$ cat src/rtl/multicycle_controller.sv
// Control FSM for the 8-bit TinyMIPS multicycle datapath: four-byte fetch, decode,
// per-class execute/writeback states, with mem_ready stalling the memory-facing states.
//
// state    | code | meaning
// ---------+------+--------------------------------------------------
// FETCH1-4 | 0-3  | read instruction byte k, load IR byte, PC += 1
// DECODE   | 4    | branch target precompute, dispatch on op
// MEMADR   | 5    | effective address for LB/SB
// LBRD     | 6    | data read, held until mem_ready
// LBWR     | 7    | MDR -> rt
// SBWR     | 8    | data write, held until mem_ready
// RTYPEEX  | 9    | A funct B
// RTYPEWR  | 10   | ALUOut -> rd
// BEQEX    | 11   | A - B, load PC from ALUOut if zero
// JEX      | 12   | PC <= jump target
// ADDIEX   | 13   | A + imm
// ADDIWR   | 14   | ALUOut -> rt
// (15)     | 15   | illegal, recovers to FETCH1
module multicycle_controller (
    input  logic       clk,
    input  logic       rst_n,
    input  logic [5:0] op,
    input  logic       zero,
    input  logic       mem_ready,
    output logic       memread,
    output logic       memwrite,
    output logic       iord,
    output logic [3:0] irwrite,
    output logic       pcen,
    output logic [1:0] pcsrc,
    output logic       alusrca,
    output logic [1:0] alusrcb,
    output logic [1:0] aluop,
    output logic       regwrite,
    output logic       regdst,
    output logic       memtoreg,
    output logic [3:0] state
);

    typedef enum logic [3:0] {
        S_FETCH1  = 4'd0,
        S_FETCH2  = 4'd1,
        S_FETCH3  = 4'd2,
        S_FETCH4  = 4'd3,
        S_DECODE  = 4'd4,
        S_MEMADR  = 4'd5,
        S_LBRD    = 4'd6,
        S_LBWR    = 4'd7,
        S_SBWR    = 4'd8,
        S_RTYPEEX = 4'd9,
        S_RTYPEWR = 4'd10,
        S_BEQEX   = 4'd11,
        S_JEX     = 4'd12,
        S_ADDIEX  = 4'd13,
        S_ADDIWR  = 4'd14
    } state_t;

    localparam logic [5:0] OP_LB    = 6'b100000;
    localparam logic [5:0] OP_SB    = 6'b101000;
    localparam logic [5:0] OP_RTYPE = 6'b000000;
    localparam logic [5:0] OP_BEQ   = 6'b000100;
    localparam logic [5:0] OP_J     = 6'b000010;
    localparam logic [5:0] OP_ADDI  = 6'b001000;

    state_t     r_state;
    state_t     w_next;
    logic       w_memread;
    logic       w_memwrite;
    logic [3:0] w_irwrite;
    logic       w_pcwrite;
    logic       w_branch;
    logic       w_regwrite;

    always_ff @(posedge clk or negedge rst_n) begin
        if (!rst_n) begin
            r_state <= S_FETCH1;
        end else begin
            r_state <= w_next;
        end
    end

    always_comb begin
        w_next = S_FETCH1;
        case (r_state)
            S_FETCH1:  w_next = mem_ready ? S_FETCH2 : S_FETCH1;
            S_FETCH2:  w_next = mem_ready ? S_FETCH3 : S_FETCH2;
            S_FETCH3:  w_next = mem_ready ? S_FETCH4 : S_FETCH3;
            S_FETCH4:  w_next = mem_ready ? S_DECODE : S_FETCH4;
            S_DECODE: begin
                case (op)
                    OP_LB, OP_SB: w_next = S_MEMADR;
                    OP_RTYPE:     w_next = S_RTYPEEX;
                    OP_BEQ:       w_next = S_BEQEX;
                    OP_J:         w_next = S_JEX;
                    OP_ADDI:      w_next = S_ADDIEX;
                    default:      w_next = S_FETCH1;
                endcase
            end
            S_MEMADR:  w_next = (op == OP_LB) ? S_LBRD : S_SBWR;
            S_LBRD:    w_next = mem_ready ? S_LBWR : S_LBRD;
            S_LBWR:    w_next = S_FETCH1;
            S_SBWR:    w_next = mem_ready ? S_FETCH1 : S_SBWR;
            S_RTYPEEX: w_next = S_RTYPEWR;
            S_RTYPEWR: w_next = S_FETCH1;
            S_BEQEX:   w_next = S_FETCH1;
            S_JEX:     w_next = S_FETCH1;
            S_ADDIEX:  w_next = S_ADDIWR;
            S_ADDIWR:  w_next = S_FETCH1;
            default:   w_next = S_FETCH1;
        endcase
    end

    always_comb begin
        w_memread  = 1'b0;
        w_memwrite = 1'b0;
        iord       = 1'b0;
        w_irwrite  = 4'b0000;
        w_pcwrite  = 1'b0;
        w_branch   = 1'b0;
        pcsrc      = 2'b00;
        alusrca    = 1'b0;
        alusrcb    = 2'b00;
        aluop      = 2'b00;
        w_regwrite = 1'b0;
        regdst     = 1'b0;
        memtoreg   = 1'b0;
        case (r_state)
            S_FETCH1, S_FETCH2, S_FETCH3, S_FETCH4: begin
                w_memread = 1'b1;
                alusrcb   = 2'b01;
                if (mem_ready) begin
                    w_irwrite = 4'b0001 << r_state[1:0];
                    w_pcwrite = 1'b1;
                end
            end
            S_DECODE:  alusrcb = 2'b11;
            S_MEMADR: begin
                alusrca = 1'b1;
                alusrcb = 2'b10;
            end
            S_LBRD: begin
                w_memread = 1'b1;
                iord      = 1'b1;
            end
            S_LBWR: begin
                w_regwrite = 1'b1;
                memtoreg   = 1'b1;
            end
            S_SBWR: begin
                w_memwrite = 1'b1;
                iord       = 1'b1;
            end
            S_RTYPEEX: begin
                alusrca = 1'b1;
                aluop   = 2'b10;
            end
            S_RTYPEWR: begin
                w_regwrite = 1'b1;
                regdst     = 1'b1;
            end
            S_BEQEX: begin
                alusrca  = 1'b1;
                aluop    = 2'b01;
                w_branch = 1'b1;
                pcsrc    = 2'b01;
            end
            S_JEX: begin
                w_pcwrite = 1'b1;
                pcsrc     = 2'b10;
            end
            S_ADDIEX: begin
                alusrca = 1'b1;
                alusrcb = 2'b10;
            end
            S_ADDIWR:  w_regwrite = 1'b1;
            default: ;
        endcase
    end

    // Strobes are gated by rst_n so an abandoned instruction cannot write during reset.
    assign memread  = w_memread  & rst_n;
    assign memwrite = w_memwrite & rst_n;
    assign irwrite  = w_irwrite  & {4{rst_n}};
    assign pcen     = (w_pcwrite | (w_branch & zero)) & rst_n;
    assign regwrite = w_regwrite & rst_n;
    assign state    = r_state;

endmodule

$ cat config.mk
export PLATFORM = sky130hd
export DESIGN_NAME = multicycle_controller
export DESIGN_NICKNAME = d
export VERILOG_FILES = /design/src/rtl/multicycle_controller.sv
export SDC_FILE = /design/constraint.sdc
export NUM_CORES = 1
export LEC_CHECK = 0
export ABC_AREA = 1
export ABC_CLOCK_PERIOD_IN_PS = 1100
export CORE_MARGIN = 5
export CORE_UTILIZATION = 32
export DETAILED_ROUTE_END_ITERATION = 7
export HOLD_SLACK_MARGIN = 0.08
export PLACE_DENSITY = 0.8
export SLEW_MARGIN = 5
export SYNTH_ARGS = -nofsm -noshare
export SYNTH_HDL_FRONTEND = slang
export SYNTH_SLANG_ARGS = --single-unit
$ cat constraint.sdc
create_clock -name clk -period 1.1 [get_ports clk]
set_input_delay 0.11 -clock clk [delete_from_list [all_inputs] [get_ports clk]]
set_output_delay 0.11 -clock clk [all_outputs]
set_load 0.01 [all_outputs]
---- Word-level counts from Yosys, hierarchy flattened ----
Index checks and enable logic that the tools add are counted.
storage, ports and cells
  word-level logic and storage cells ...... 61
  output and inout bits ................... 22
  flip-flop bits (word level) ............. 4
operators by class
  bitwise operators ....................... 7
  shift operators ......................... 1
  equality and inequality tests ........... 19
  reductions and logical operators ........ 9
  mux-type cells .......................... 24
operators by type and width
  operator             count
  $pmux 4 s10          1
  $eq 4x4->1 const B   7
  $pmux 4 s5           1
  $eq 4x3->1 const B   4
  $mux 4               4
  $eq 6x6->1 const B   2
  $mux 1               12
  $eq 4x2->1 const B   2
  $pmux 2 s2           2
  $reduce_or 4->1      2
  $eq 6x2->1 const B   1
  $eq 6x3->1 const B   1
  $eq 6x4->1 const B   1
  $logic_not 6->1      1
  $pmux 2 s3           1
  $reduce_or 2->1      3
  $and 1x1->1          5
  $reduce_or 5->1      1
  $and 4x4->4          1
  $eq 4x1->1 const B   1
  $logic_not 4->1      1
  $shl 1x2->4 const A  1
  $mux 3               1
  $reduce_or 3->1      1
  3 further kinds      3

---- Logic depth before layout (Yosys ltp) ----
  word-level depth ........................ 5
  gate-level depth with buffers ........... 7
  gate-level depth less buffers ........... 7

---- Least setup slack after synthesis ----
No wires, ideal clock.
  path kind ............................... register -> output
  start ................................... register r_state[3] (netlist: state[3])
  end ..................................... output port irwrite[2]
  path slack .............................. -0.126 ns
  buffers on the path ..................... 0
  arrival ................................. 1.116 ns
  data required time ...................... 0.990 ns
  cell stages (with the launch flop) ...... 4
  path through ............................ dfrtp_1 nor2_2 nand2_1 nor3_1
between the ends
  word-level cells in the longest chain between the ends .. 4
  elaborated cells between the ends (all ways) .. 7
  those cells by class .................... 3 x eq/ne; 1 x mux; 1 x bitwise; 2 x reduce/logical
ends and longest elaborated chain
  item                                line  text
  start: declaration                  65    state_t r_state;
  start signal: assignment            78    r_state <= w_next;
  $eq 4x2->1 (tied with other cells)  127   case (r_state)
  $reduce_or 4->1 *                   127
  $mux 4 *                            127
  $and 4x4->4 *                       183   assign irwrite = w_irwrite & {4{rst_n}};
  end: declaration                    28    output logic [3:0] irwrite,
Every way passes the cells marked *; elsewhere a longest branch is shown, timed or not.

---- Worst setup path after layout ----
  start ................................... register r_state[3] (netlist: state[3])
  end ..................................... output port pcen
between the ends
  word-level cells in the longest chain between the ends .. 5
  elaborated cells between the ends (all ways) .. 12
  those cells by class .................... 5 x eq/ne; 2 x mux; 3 x bitwise; 2 x reduce/logical
ends and longest elaborated chain
  item                                              line      text
  $eq 4x2->1 (tied with other cells)                127
  $reduce_or 4->1 / $mux 1 (equally long branches)  127
  $pmux 1 s2 / $and 1x1->1 (equally long branches)  127, 184
  $or 1x1->1 *                                      184       assign pcen = (w_pcwrite | (w_branch & zero)) & rst_n;
  $and 1x1->1 *                                     184
  end: declaration                                  29        output logic pcen,
Marked as above.

==> impl.org <==
** Run status
- The flow ran to the end, but the final reports show violations.
- Violations in the final reports :: setup timing

** Place
- Count of buffers from port buffering :: 31
- Summing all placed instances gives a cell area of 1052 sq um.
- Once detailed placement completed, the half-perimeter wirelength came to 1606 um.
- GPL Wtd Cong :: 0.9761

** Synthesis
- Synthesis warning total :: 0
- Post-synth top cells :: 27 x sky130_fd_sc_hd__nand2_1, 26 x sky130_fd_sc_hd__nor2_1, 12 x sky130_fd_sc_hd__inv_1, 10 x sky130_fd_sc_hd__nand3_1
- Cell area after synthesis :: 501.7 sq um
- Share of synthesized flip-flops with an asynchronous set or reset :: 1.000
- Most frequently used cell type in the post-synthesis netlist :: sky130_fd_sc_hd__nand2_1
- Number of flops mapped to enable cells by yosys :: 0
- Main synth FF type :: sky130_fd_sc_hd__dfrtp_1
- The average instance in the mapped netlist occupies 5.120 sq um.
- The share of the Yosys chip area taken by registers is 0.1995.
- Mapped Cells :: 98
- Synthesized Nets :: 108
- sky130_fd_sc_hd__nand2_1 takes more of the synthesized area than any other cell.
- Area share of the largest cell type after synthesis :: 0.2020
- Synthesis instantiated 14 different standard cells from the library.
- Cell types occupying the most area after synthesis :: sky130_fd_sc_hd__nand2_1 20%, sky130_fd_sc_hd__dfrtp_1 20%, sky130_fd_sc_hd__nor2_1 19%
- In this run, synthesis produced a sequential element count of 4.

** Critical path
- Data on the critical path is required at its endpoint by 0.99 ns.
- The worst setup path is captured at a primary output.
- The critical path contains buffers and inverters numbering 3 combined.
- The critical path is of the register to primary output type.
- Critical Path Source Type :: register
- Family of cells with the greatest summed delay on the critical path :: flip-flops
- Along the worst path, the maximum fanout reaches 4.
- The largest single stage delay on the critical path is 0.44 ns.
- Max stage delay cell, worst path :: sky130_fd_sc_hd__dfrtp_2
- Cell Chain, Critical Path :: inv_4 > nor2_4 > inv_4 > nor2_4 > a21oi_1 > nor2_1 > buf_2
- For flop-to-flop paths, the worst setup slack is -0.28 ns.
- Data arrival time of the critical path :: 1.41 ns

** GRT
- First-pass GRT wire length :: 4257 um
- Vias in the first global route :: 979
- Pin count of the biggest net entering global routing :: 9
- Number of antenna violations at the first check in global routing :: 0
- Global routing finished with a remaining overflow of 0.
- Overall routing resource usage :: 0.2120

** STA
- The number of max-slew violations in the final report came to 0.
- Setup violations remaining at the end of the flow were counted as 26.
- Worst Setup Slack, final :: -0.4214 ns
- For the finished layout, the period the worst path requires is 1.521 ns.
- RSZ-0062 raised after global routing :: true
- On the final layout, the worst clock skew is 0.01417 ns.
- At the pin with the least slew margin, the transition time is 0.3434 ns.
- Based on the critical path, the design can be clocked at up to 657.3 MHz.
- Ratio of final minimum period to clock period :: 1.383
- Max-Slew Margin vs Limit :: 0.7708
- The final number of hold-violating endpoints was 0.

** CTS
- Quantity of hold-fixing buffers added after cts :: 0
- Clock-pin slew on the worst setup and hold paths :: 0.05 ns
- The later pin in the worst-skew pair is clocked with a latency of 0.24 ns.
- TritonCTS built the clock tree.
- In this run the number of H-tree levels came out at 1.
- TritonCTS created 3 clock buffers.
- The clock passes through at most 2 buffers.
- The clock net in this run drives a total of 4 sinks.
- Root Buffer :: sky130_fd_sc_hd__clkbuf_4

** Cells and area
- Layout Nets :: 184
- Of the cells placed in the final design, the portion with a size suffix greater than 1 is 0.6069.
- The number of antenna diodes in the final layout is 0.
- Summing all non-filler instances in the final layout gives an area of 1275 sq um.
- From synthesis to final layout, the design area changed by 154.1%.
- Largest register FFs :: 4

** Detailed routing
- Routed vias :: 1,008
- Routed WL :: 3160 um
- Starting DRT DRC Count :: 23
- Post-detailed-route via-to-cell ratio :: 5.333
- Remaining antenna violation count :: 0
- After detailed routing, the number of remaining DRC violations is 0.
- Before antenna repair, the detailed router went through 6 iterations.
- In the final routed layout, each cell accounts on average for 16.72 um.

** Hold path
- Kind of path behind the tightest hold check :: primary input to asynchronous set/reset pin

** Pwr
- Leakage power :: 0.6827 nW
- Worst IR drop on VDD :: 1.431 mV
- Total Power :: 2.841 mW
- For this design the ratio of total power to cell area is 2229 nW/um^2.

** Floorplanning
- Starting utilization of the core area :: 0.3370
- Cell row count :: 14
- Measured along the x axis, the die boundary spans 49.60 um.
- The die covers 2460 sq um.
- Top-level I/O count :: 32
- Total core area :: 1489 sq um
- Die extent in y :: 49.60 um

** Run
- The tool flagged a number of max-cap violations equal to 0.
## layout make-up
cell class / count / area (sq um)
Timing Repair Buffer: 71 / 573.1
Multi-Input combinational cell: 80 / 491.7
Fill cell: 90 / 214.0
Sequential cell: 4 / 103.9
Inverter: 14 / 60.06
Clock buffer: 4 / 26.28
Tap cell: 16 / 20.02
## path summary, 6_finish.rpt
kind	startpoint	to	cells after the start
max	state[3]	pcen	7
min	rst_n	state[3]	2
max reg2reg	state[1]	state[2]	9
min reg2reg	state[3]	state[1]	5
max in group asynchronous	rst_n	state[0]	2
min in group clk	op[1]	state[3]	6
## power by group
group | leakage (nW) | total (mW) | switching, mW | internal [mW]
clock | 0.0150 | 0.212 | 0.0753 | 0.137
sequential | 0.0478 | 0.357 | 0.143 | 0.214
combinational | 0.620 | 2.27 | 1.19 | 1.08
total | 0.683 | 2.84 | 1.41 | 1.43
## worst register-to-register path, stage by stage, from the launching register on
cell and delay, ns:
sky130_fd_sc_hd__dfrtp_1 0.42, sky130_fd_sc_hd__buf_4 0.18, sky130_fd_sc_hd__nand2_8 0.10, sky130_fd_sc_hd__inv_2 0.05, sky130_fd_sc_hd__nand3_2 0.08, sky130_fd_sc_hd__buf_4 0.12, sky130_fd_sc_hd__buf_4 0.09, sky130_fd_sc_hd__nand3_1 0.06
sky130_fd_sc_hd__nor2_1 0.12, sky130_fd_sc_hd__nand2_1 0.07
## timing repair
action,CTS,global route
pin swaps,6,4
gates resized for setup,132,14
endpoints found under the setup margin,26,26
buffers inserted,13,3
## per-layer routing
| layer | share of wire | vias up | global-route usage |
|---|---|---|---|
| met4 | 0.039 | 0 | 0.06987 |
| met3 | 0.096 | 14 | 0.04217 |
| met1 | 0.37 | 458 | 0.2065 |
| met2 | 0.49 | 76 | 0.4258 |
| met5 | 0 | - | 0 |
| li1 | - | 460 | - |
## through the flow
stage | hold WS, ns | worst slack [ns] | instances | TNS (ns) | util
after floorplan | -0.1856 | -0.04316 | 98 | -0.05066 | -
after global placement | 0.4051 | -0.5366 | 171 | -8.856 | 0.7067
after detailed placement | 0.4136 | -0.5809 | 171 | -9.293 | 0.7067
after CTS | 0.1672 | -0.3044 | 186 | -4.832 | 0.7983
after global routing | 0.2032 | -0.5044 | 189 | -8.792 | 0.8563
final | 0.1591 | -0.4214 | 189 | -7.360 | 0.8563
## cells in the final DEF, fill, tap and decap left out
cell type and instances:
sky130_fd_sc_hd__nand2_2 3, sky130_fd_sc_hd__nor2_2 4, sky130_fd_sc_hd__o21ai_2 1, sky130_fd_sc_hd__clkdlybuf4s15_2 1, sky130_fd_sc_hd__clkdlybuf4s50_1 9, sky130_fd_sc_hd__nor2_1 19, sky130_fd_sc_hd__dfrtp_2 3, sky130_fd_sc_hd__nand3_1 8
sky130_fd_sc_hd__dfrtp_1 1, sky130_fd_sc_hd__nor2_4 6, sky130_fd_sc_hd__clkbuf_4 3, sky130_fd_sc_hd__nand2_8 1, sky130_fd_sc_hd__nand2_1 19, sky130_fd_sc_hd__nor3_1 2, sky130_fd_sc_hd__nor3_2 2, sky130_fd_sc_hd__xor2_1 1
sky130_fd_sc_hd__inv_2 7, sky130_fd_sc_hd__clkbuf_1 1, sky130_fd_sc_hd__nand3_2 2, sky130_fd_sc_hd__nand3b_1 2, sky130_fd_sc_hd__and2_1 1, sky130_fd_sc_hd__buf_2 17, sky130_fd_sc_hd__inv_4 3, sky130_fd_sc_hd__a21oi_1 1
sky130_fd_sc_hd__a21oi_2 3, sky130_fd_sc_hd__buf_4 29, sky130_fd_sc_hd__inv_1 4, sky130_fd_sc_hd__buf_6 15, sky130_fd_sc_hd__o22ai_2 1, sky130_fd_sc_hd__nand2_4 4
## logic make-up after synthesis
kind of cell,share of synthesized area
DFF,0.1995
buffers and inverters,0.1047
AOI/OAI and AO/OA,0.06234
xor gates and xnor gates,0.01746
and+or+nand+nor,0.6160
Note: power is estimated with default switching activity, not from simulation.
